<file path="config.mk">
export PLATFORM = sky130hd
export DESIGN_NAME = multicycle_ctrl_fsm
export DESIGN_NICKNAME = d
export VERILOG_FILES = /design/src/rtl/multicycle_ctrl_fsm_pkg.sv /design/src/rtl/multicycle_ctrl_fsm_ctrl_decode.sv /design/src/rtl/multicycle_ctrl_fsm.sv
export SDC_FILE = /design/constraint.sdc
export NUM_CORES = 1
export LEC_CHECK = 0
export ABC_AREA = 1
export BUFFER_PORTS_ARGS = -buffer_cell sky130_fd_sc_hd__buf_2
export CORE_MARGIN = 2
export CORE_UTILIZATION = 40
export DETAILED_ROUTE_END_ITERATION = 16
export SKIP_CTS_REPAIR_TIMING = 1
export SYNTH_ARGS = -nofsm -noshare
export SYNTH_HDL_FRONTEND = slang
export SYNTH_SLANG_ARGS = --single-unit
</file>
<file path="constraint.sdc">
create_clock -name CLK -period 2.4 [get_ports CLK]
set_clock_uncertainty 0.15 [all_clocks]
set_input_delay 0 -clock CLK [delete_from_list [all_inputs] [get_ports CLK]]
set_output_delay 0 -clock CLK [all_outputs]
set_load 0.05 [all_outputs]
</file>
<file path="src/rtl/multicycle_ctrl_fsm_pkg.sv">
// Shared opcode, state, ALUOp and PCSrc encodings for the multi-cycle CPU
// control path and datapath.
package multicycle_ctrl_fsm_pkg;

  localparam int OP_W = 6;
  typedef logic [OP_W-1:0] opcode_t;

  localparam opcode_t OP_ADD  = 6'b000000;
  localparam opcode_t OP_SUB  = 6'b000001;
  localparam opcode_t OP_ADDI = 6'b000010;
  localparam opcode_t OP_OR   = 6'b010000;
  localparam opcode_t OP_AND  = 6'b010001;
  localparam opcode_t OP_ORI  = 6'b010010;
  localparam opcode_t OP_SLT  = 6'b100110;
  localparam opcode_t OP_SW   = 6'b110000;
  localparam opcode_t OP_LW   = 6'b110001;
  localparam opcode_t OP_BEQ  = 6'b110100;
  localparam opcode_t OP_J    = 6'b111000;
  localparam opcode_t OP_HALT = 6'b111111;

  typedef enum logic [3:0] {
    ST_IF     = 4'b0000,
    ST_ID     = 4'b0001,
    ST_EXE_LS = 4'b0010,
    ST_MEM    = 4'b0011,
    ST_WB_LD  = 4'b0100,
    ST_EXE_BR = 4'b0101,
    ST_EXE_AL = 4'b0110,
    ST_WB_AL  = 4'b0111,
    ST_HLT    = 4'b1000
  } state_e;

  typedef enum logic [2:0] {
    ALU_ADD = 3'b000,
    ALU_SUB = 3'b001,
    ALU_SLT = 3'b010,
    ALU_OR  = 3'b011,
    ALU_AND = 3'b100
  } aluop_e;

  typedef enum logic [1:0] {
    PC_SEQ = 2'b00,
    PC_BR  = 2'b01,
    PC_JMP = 2'b10
  } pcsrc_e;

  function automatic logic op_defined(input opcode_t op);
    case (op)
      OP_ADD, OP_SUB, OP_ADDI, OP_OR, OP_AND, OP_ORI, OP_SLT,
      OP_SW, OP_LW, OP_BEQ, OP_J, OP_HALT: op_defined = 1'b1;
      default:                             op_defined = 1'b0;
    endcase
  endfunction

endpackage

</file>
<file path="src/rtl/multicycle_ctrl_fsm_ctrl_decode.sv">
// Static datapath select decoder: latched opcode -> extender, ALU B source,
// ALU operation and destination register select. Purely combinational.
module multicycle_ctrl_fsm_ctrl_decode
  import multicycle_ctrl_fsm_pkg::*;
(
  input  opcode_t    op_i,
  output logic       ext_sel_o,
  output logic       alu_src_b_o,
  output logic [2:0] alu_op_o,
  output logic       reg_dst_o
);

  always_comb begin
    ext_sel_o   = 1'b0;
    alu_src_b_o = 1'b0;
    alu_op_o    = ALU_ADD;
    reg_dst_o   = 1'b0;
    case (op_i)
      OP_ADD:  reg_dst_o = 1'b1;
      OP_SUB:  begin reg_dst_o = 1'b1; alu_op_o = ALU_SUB; end
      OP_ADDI: begin ext_sel_o = 1'b1; alu_src_b_o = 1'b1; end
      OP_OR:   begin reg_dst_o = 1'b1; alu_op_o = ALU_OR; end
      OP_AND:  begin reg_dst_o = 1'b1; alu_op_o = ALU_AND; end
      // ORI is the one immediate form that zero-extends
      OP_ORI:  begin alu_src_b_o = 1'b1; alu_op_o = ALU_OR; end
      OP_SLT:  begin reg_dst_o = 1'b1; alu_op_o = ALU_SLT; end
      OP_SW,
      OP_LW:   begin ext_sel_o = 1'b1; alu_src_b_o = 1'b1; end
      OP_BEQ:  begin ext_sel_o = 1'b1; alu_op_o = ALU_SUB; end
      default: ;
    endcase
  end

endmodule

</file>
<file path="src/rtl/multicycle_ctrl_fsm.sv">
// Multi-cycle CPU control sequencer: IF/ID/EXE/MEM/WB stepping, per-state enables,
// datapath selects, halt flag and retired-instruction counter. 2..5 cycles per instruction.
module multicycle_ctrl_fsm
  import multicycle_ctrl_fsm_pkg::*;
#(
  parameter int OPW  = 6,
  parameter int CNTW = 32
) (
  input  logic            CLK,
  input  logic            Reset,
  input  logic [OPW-1:0]  opCode,
  input  logic            zero,
  output logic            PCWre,
  output logic            IRWre,
  output logic            ExtSel,
  output logic            ALUSrcB,
  output logic [2:0]      ALUOp,
  output logic            RegDst,
  output logic            RegWre,
  output logic            DBDataSrc,
  output logic            mRD,
  output logic            mWR,
  output logic [1:0]      PCSrc,
  output logic            halted,
  output logic [CNTW-1:0] insCount,
  output logic [3:0]      state
);

  state_e          state_q;
  logic [OPW-1:0]  op_q;
  logic [CNTW-1:0] cnt_q;

  logic       pc_wre, ir_wre, reg_wre, m_rd, m_wr, db_src;
  logic [1:0] pc_src;
  logic       dec_ext, dec_srcb, dec_dst;
  logic [2:0] dec_aluop;

  always_ff @(posedge CLK) begin
    if (Reset) begin
      state_q <= ST_IF;
      op_q    <= '0;
      cnt_q   <= '0;
    end else begin
      if (pc_wre) cnt_q <= cnt_q + CNTW'(1);
      case (state_q)
        ST_IF: state_q <= ST_ID;
        ST_ID: begin
          op_q <= opCode;
          if (opCode == OP_HALT)                          state_q <= ST_HLT;
          else if (opCode == OP_J || !op_defined(opCode)) state_q <= ST_IF;
          else if (opCode == OP_BEQ)                      state_q <= ST_EXE_BR;
          else if (opCode == OP_LW || opCode == OP_SW)    state_q <= ST_EXE_LS;
          else                                            state_q <= ST_EXE_AL;
        end
        ST_EXE_AL: state_q <= ST_WB_AL;
        ST_EXE_BR: state_q <= ST_IF;
        ST_EXE_LS: state_q <= ST_MEM;
        ST_MEM:    state_q <= (op_q == OP_LW) ? ST_WB_LD : ST_IF;
        ST_WB_AL:  state_q <= ST_IF;
        ST_WB_LD:  state_q <= ST_IF;
        ST_HLT:    state_q <= ST_HLT;
        default:   state_q <= ST_IF;
      endcase
    end
  end

  // ID must look at the live opcode: op_q still holds the previous instruction there
  always_comb begin
    ir_wre  = 1'b0;
    pc_wre  = 1'b0;
    reg_wre = 1'b0;
    m_rd    = 1'b0;
    m_wr    = 1'b0;
    db_src  = 1'b0;
    pc_src  = PC_SEQ;
    case (state_q)
      ST_IF: ir_wre = 1'b1;
      ST_ID: begin
        if (opCode == OP_J) begin
          pc_wre = 1'b1;
          pc_src = PC_JMP;
        end else if (!op_defined(opCode)) begin
          pc_wre = 1'b1;
        end
      end
      ST_EXE_BR: begin
        pc_wre = 1'b1;
        if (zero) pc_src = PC_BR;
      end
      ST_MEM: begin
        m_rd   = (op_q == OP_LW);
        m_wr   = (op_q == OP_SW);
        pc_wre = (op_q == OP_SW);
      end
      ST_WB_AL: begin
        pc_wre  = 1'b1;
        reg_wre = 1'b1;
      end
      ST_WB_LD: begin
        pc_wre  = 1'b1;
        reg_wre = 1'b1;
        db_src  = 1'b1;
      end
      default: ;
    endcase
  end

  multicycle_ctrl_fsm_ctrl_decode u_decode (
    .op_i        (op_q),
    .ext_sel_o   (dec_ext),
    .alu_src_b_o (dec_srcb),
    .alu_op_o    (dec_aluop),
    .reg_dst_o   (dec_dst)
  );

  // Reset squashes every output immediately, not just from the next edge
  assign PCWre     = !Reset && pc_wre;
  assign IRWre     = !Reset && ir_wre;
  assign RegWre    = !Reset && reg_wre;
  assign mRD       = !Reset && m_rd;
  assign mWR       = !Reset && m_wr;
  assign DBDataSrc = !Reset && db_src;
  assign PCSrc     = Reset ? 2'b00 : pc_src;
  assign ExtSel    = !Reset && dec_ext;
  assign ALUSrcB   = !Reset && dec_srcb;
  assign RegDst    = !Reset && dec_dst;
  assign ALUOp     = Reset ? 3'b000 : dec_aluop;
  assign halted    = !Reset && (state_q == ST_HLT);
  assign insCount  = Reset ? '0 : cnt_q;
  assign state     = Reset ? 4'b0000 : state_q;

endmodule

</file>
=== Word-level counts from Yosys, hierarchy flattened ===
Cells that the tools add are included.

* Logic and storage cells: 88
* Register bits after elaboration: 42
* Bits of input ports: 9
* Output and inout port bits: 51

* Muxes and demuxes: 31
* Add/sub/neg operators: 1
* Reductions and logical operators: 25
* Equal/unequal tests: 28

{| class="wikitable"
|+ Operators with widths
! cell !! number
|-
| equality test 6 bit (second input constant) || 10
|-
| equality test 6 x 5 -> 1 bit (second input constant) || 6
|-
| adder 32 x 1 -> 32 bit (second input constant) || 1
|-
| 2-to-1 mux 32 bit || 1
|-
| case mux 4 bit (6 select lines) || 1
|-
| 2-to-1 mux 1 bit || 17
|-
| equality test 4 x 3 -> 1 bit (second input constant) || 4
|-
| 2-to-1 mux 3 bit || 5
|-
| equality test 6 x 1 -> 1 bit (second input constant) || 2
|-
| equality test 6 x 2 -> 1 bit (second input constant) || 2
|-
| logical NOT 6 bit || 2
|-
| case mux 3 bit (4 select lines) || 1
|-
| OR reduction 12 bit || 1
|-
| logical AND 1 bit || 10
|-
| equality test 4 x 2 -> 1 bit (second input constant) || 2
|-
| 2-to-1 mux 4 bit || 2
|-
| OR reduction 4 bit || 2
|-
| OR reduction 2 bit || 3
|-
| OR reduction 5 bit || 1
|-
| equality test 4 x 1 -> 1 bit (second input constant) || 1
|-
| equality test 4 bit (second input constant) || 1
|-
| logical NOT 4 bit || 1
|-
| 2-to-1 mux 2 bit || 2
|-
| case mux 2 bit (2 select lines) || 1
|-
| 4 further kinds || 6
|}

=== Longest topological paths before layout ===
* Word-level depth: 11
* Mapped depth: 10

=== Hierarchy ===
A second synthesis with hierarchy kept.

* Cells, all modules: 551
* Area total of the unflattened synthesis: 3165.5 um^2

{| class="wikitable"
|+ Modules (own cells, without submodules)
! module !! cells each !! times used !! area each (um^2)
|-
| multicycle_ctrl_fsm || 518 || 1 || 3005.4
|-
| multicycle_ctrl_fsm_ctrl_decode || 33 || 1 || 160.2
|}

=== Least setup slack after synthesis ===
No wires, ideal clock.

* Kind: reg-to-output
* From: register state_q[2]
* To: output port RegWre
* Data arrival time: 2199 ps
* Path slack: 51 ps
* Stages on the path, launching flop included: 5
* Buffers on the path: 0
* Cell sequence: dfxtp_1 > inv_1 > nor2_1 > inv_1 > nor4_1

* Longest elaborated chain between the ends: 4
* Elaborated cells on any way between the ends: 5
* Classes of those cells: eq/ne (2); mux (1); reduce/logical (2)

{| class="wikitable"
|+ RTL lines
! element !! line !! source
|-
| from (decl) || multicycle_ctrl_fsm.sv:29 || <nowiki>state_e state_q;</nowiki>
|-
| from (signal assigned) || multicycle_ctrl_fsm.sv:58 || <nowiki>ST_MEM: state_q <= (op_q == OP_LW) ? ST_WB_LD : ST_IF;</nowiki>
|-
| equality test 4 x 3 -> 1 bit || multicycle_ctrl_fsm.sv:76 || <nowiki>case (state_q)</nowiki>
|-
| OR reduction 2 bit (no line) * || - ||
|-
| 2-to-1 mux 1 bit * || multicycle_ctrl_fsm.sv:76 ||
|-
| logical AND 1 bit * || multicycle_ctrl_fsm.sv:119 || <nowiki>assign RegWre = !Reset && reg_wre;</nowiki>
|-
| to (decl) || multicycle_ctrl_fsm.sv:19 || <nowiki>output logic RegWre,</nowiki>
|}

Mark *: on every way between the ends. The rest lies on a longest branch, timed or not.

=== Worst setup path after layout ===
* From: register op_q[2]
* To: output port PCWre

* Longest elaborated chain between the ends: 3

{| class="wikitable"
|+ RTL lines
! element !! line !! source
|-
| from (decl) || multicycle_ctrl_fsm.sv:30 || <nowiki>logic [OPW-1:0] op_q;</nowiki>
|-
| from (signal assigned) || multicycle_ctrl_fsm.sv:48 || <nowiki>op_q <= opCode;</nowiki>
|-
| equality test 6 bit || multicycle_ctrl_fsm.sv:93 || <nowiki>pc_wre = (op_q == OP_SW);</nowiki>
|-
| case mux 1 bit (3 select lines) || multicycle_ctrl_fsm.sv:76 ||
|-
| logical AND 1 bit || multicycle_ctrl_fsm.sv:117 || <nowiki>assign PCWre = !Reset && pc_wre;</nowiki>
|-
| to (decl) || multicycle_ctrl_fsm.sv:13 || <nowiki>output logic PCWre,</nowiki>
|}

Every way passes these cells.

==> reports/metrics.csv <==
stage,metric,value,unit
final_layout,nNetsFinal,599,
cts,clock_latency,0.30,ns
worst_setup_path,crit_chain,nor2_2 > nand3_1 > nor2_2 > a21oi_4 > nand2_4 > inv_1 > nor2_1 > buf_2,
synthesis,synth_area_leaders,"dfxtp_1 (28%), nand2_1 (18%), nor2_1 (13%)",
die,ios,60,
timing,final_max_slew_viol_count,0,
die,rows,31,
drt,drt-met1-wl,4133,um
final_layout,multi_input_area,0.001844,mm^2
die,coreArea,0.007331,mm^2
cts,cts_buffers,5,
power_and_ir_drop,ir_drop,0.0002471,V
run_status,outcome,completed,
drt,wl_met2,4013,um
timing,setup_viol,0,
cts,cts_tree,yes,
synthesis,synth_top_area_share,27.57,%
worst_setup_path,start_kind,flop,
cts,clockBufferDepth,2,
synthesis,synthCells,531,
final_layout,regArea,840.8,um^2
global_route,grt_pass1_wl,14400,um
timing,post-route-period-util,88.43,%
synthesis,ys_warn_count,0,
cts,htreeDepth,2,
drt,route.detailed.drc,0,
worst_setup_path,crit_slowest_cell,dfxtp_1,
placed_design,hpwlAfterDp,6721,um
synthesis,synth_top_area_cell,dfxtp_1,
worst_setup_path,cp.arrival,1.97,ns
synthesis,ys_seq_elements,42,
die,die_width,91.31,um
worst_setup_path,end_kind,output port,
worst_setup_path,cp_max_fo,24,
power_and_ir_drop,power.density_cell_area,445.3,mW/mm^2
global_route,antenna_found_initial,0,
cts,clk_pin_slew_worst_paths,0.08,ns
timing,final-hold-violation-count,0,
drt,highest_layer,met4,
final_layout,diodes,0,
flow_run,cap_violations,0,
drt,post_drt_wl_per_cell,12.87,um
worst_setup_path,critical_path_class,flop to output port,
timing,fmax,471.2,MHz
drt,drt-total-wl,8864,um
final_layout,drive_above_1_share,14.58,%
worst_setup_path,crit_buf_inv,2,
final_layout,fill_cells,815,
timing,tns,0,ns
final_layout,syn_to_final_growth,16.41,%
timing,relSlewSlack,65.92,%
drt,first_iter_violations,219,
synthesis,synth-compound-area-share,9.520,%
global_route,overflow,0,
synthesis,synth.area.mux_share,0,%
global_route,grt_pass1_vias,3053,
placed_design,gp_congestion,0.9764,
drt,met3_length,585,um
drt,first_pass_iters,5,
worst_setup_path,crit_required,2.25,ns
synthesis,synth-simple-area-share,46.25,%
timing,tightestPinTransition,0.5112,ns
synthesis,synth_area,0.003049,mm^2
synthesis,ys_seq_area_share,27.57,%
die,die_height,91.31,um
power_and_ir_drop,p_leak,1.492,nW
synthesis,synth-xor-area-share,4.309,%
worst_setup_path,slowest_delay,0.32,ns
timing,rsz0062_at_grt,no,
drt,drtAntennaViolNets,0,
cts,ctsRootBufferMaster,clkbuf_8,
worst_setup_path,crit_top_cell,nor2_2,
die,die-area,0.008338,mm^2
global_route,track_usage,21.13,%
cts,cts_sinks,42,
worst_setup_path,crit_family,simple AND/OR/NAND/NOR gates,
timing,worst_hold_slack,0.0007802,ns
synthesis,synth_top_family_by_area,simple AND/OR/NAND/NOR gates,
global_route,grt_start_max_net_pins,59,
placed_design,io_buffers,59,
synthesis,avgSynthCellArea,5.742,um^2
drt,via_per_inst,4.990,
synthesis,yosys.area_share.adder,0.4103,%
timing,fin_crit,2.122,ns
drt,vias,3438,
synthesis,yosys.cell_types.count,24,
synthesis,synthesis.nets,541,
die,start_util,41.59,%
min_path,hold_path.class,input pin to flop,
[layer usage]
metal,vias to the layer above,track usage [%]
li1,1781,-
met1,1532,29.19
met2,115,34.26
met3,10,3.237
met4,0,5.682
met5,-,0
[flip-flops by register name, indices dropped and copies added (netlist names)]
signal   count
cnt_q       32
op_q         6
state_q      4
[placed cells by master, fill, tap and decap left out]
cell type,instances
buf_12,1
xor2_1,15
nor2_4,2
inv_1,63
a21oi_4,1
clkinvlp_4,1
nand3_4,1
clkbuf_8,6
inv_2,3
buf_2,59
a21oi_1,44
ha_1,1
nand4_1,2
a32oi_1,1
nor2_1,103
o311ai_0,1
dlygate4sd3_1,6
clkinv_2,1
nor3_1,8
nand2_1,148
nand2_4,1
nor4_1,4
o22ai_1,1
buf_4,3
o21ai_0,6
nand3_1,59
nor2_2,7
dfxtp_1,42
[worst register-to-register path, delay by kind of cell (launching register included)]
family,cells,cell delay (ns)
and+or+nand+nor,5,0.86
DFF,1,0.44
adders and majority gates,1,0.29
buffers and inverters,2,0.17
AOI/OAI and AO/OA,1,0.14
[worst paths after layout]
| check | from | end | slack (ns) | cells past startpoint |
|---|---|---|---|---|
| max | op_q[2]$_SDFFE_PP0P_ | PCWre | 0.28 | 8 |
| min | Reset | state_q[3]$_SDFF_PP0_ | 0.0008 | 2 |
| max reg2reg | cnt_q[0]$_SDFFE_PP0P_ | cnt_q[28]$_SDFFE_PP0P_ | 0.28 | 9 |
| min reg2reg | op_q[2]$_SDFFE_PP0P_ | op_q[2]$_SDFFE_PP0P_ | 0.34 | 2 |
[cells in the mapped netlist, drive strengths merged]
library cell    n
a21oi          45
a32oi           1
buf             9
clkbuf          9
dfxtp          42
ha              1
inv            66
nand2         149
nand3          60
nand4           2
nor2          112
nor3            8
nor4            4
o21ai           6
o22ai           1
o311ai          1
xor2           15
[area by class of cell]
| cell class | instances | share of cell area, % |
|---|---|---|
| Multi-Input combinational cell | 405 | 51.96 |
| Sequential cell | 42 | 23.69 |
| Timing Repair Buffer | 69 | 11.21 |
| Inverter | 66 | 6.979 |
| Tap cell | 99 | 3.490 |
| Clock buffer | 6 | 2.326 |
| Clock inverter | 2 | 0.3525 |
[report_power, final]
| group | leakage, nW | internal, mW | switching, mW |
|---|---|---|---|
| combinational | 1.11 | 0.0857 | 0.253 |
| clock | 0.0472 | 0.232 | 0.269 |
| sequential | 0.340 | 0.718 | 0.0240 |
| total | 1.49 | 1.04 | 0.545 |
[cell families after synthesis]
logic type,after synthesis
DFF,42
buffers and inverters,84
AOI/OAI and AO/OA,54
xor gates and xnor gates,15
adders and majority gates,1
and+or+nand+nor,335
[metrics by stage]
step | area (um^2) | total power [mW] | utilization [%] | cells | worst slack (ns)
after floorplan | 3049 | 1.021 | - | 531 | 0.05116
after global placement | 3395 | 1.089 | 46.30 | 675 | 0.3514
after detailed placement | 3395 | 1.088 | 46.30 | 675 | 0.3255
after CTS | 3490 | 1.585 | 47.60 | 683 | 0.2546
after global routing | 3550 | 1.646 | 48.42 | 689 | 0.07922
final | 3550 | 1.581 | 48.42 | 689 | 0.2777
Power figures use the tool's default switching activity.
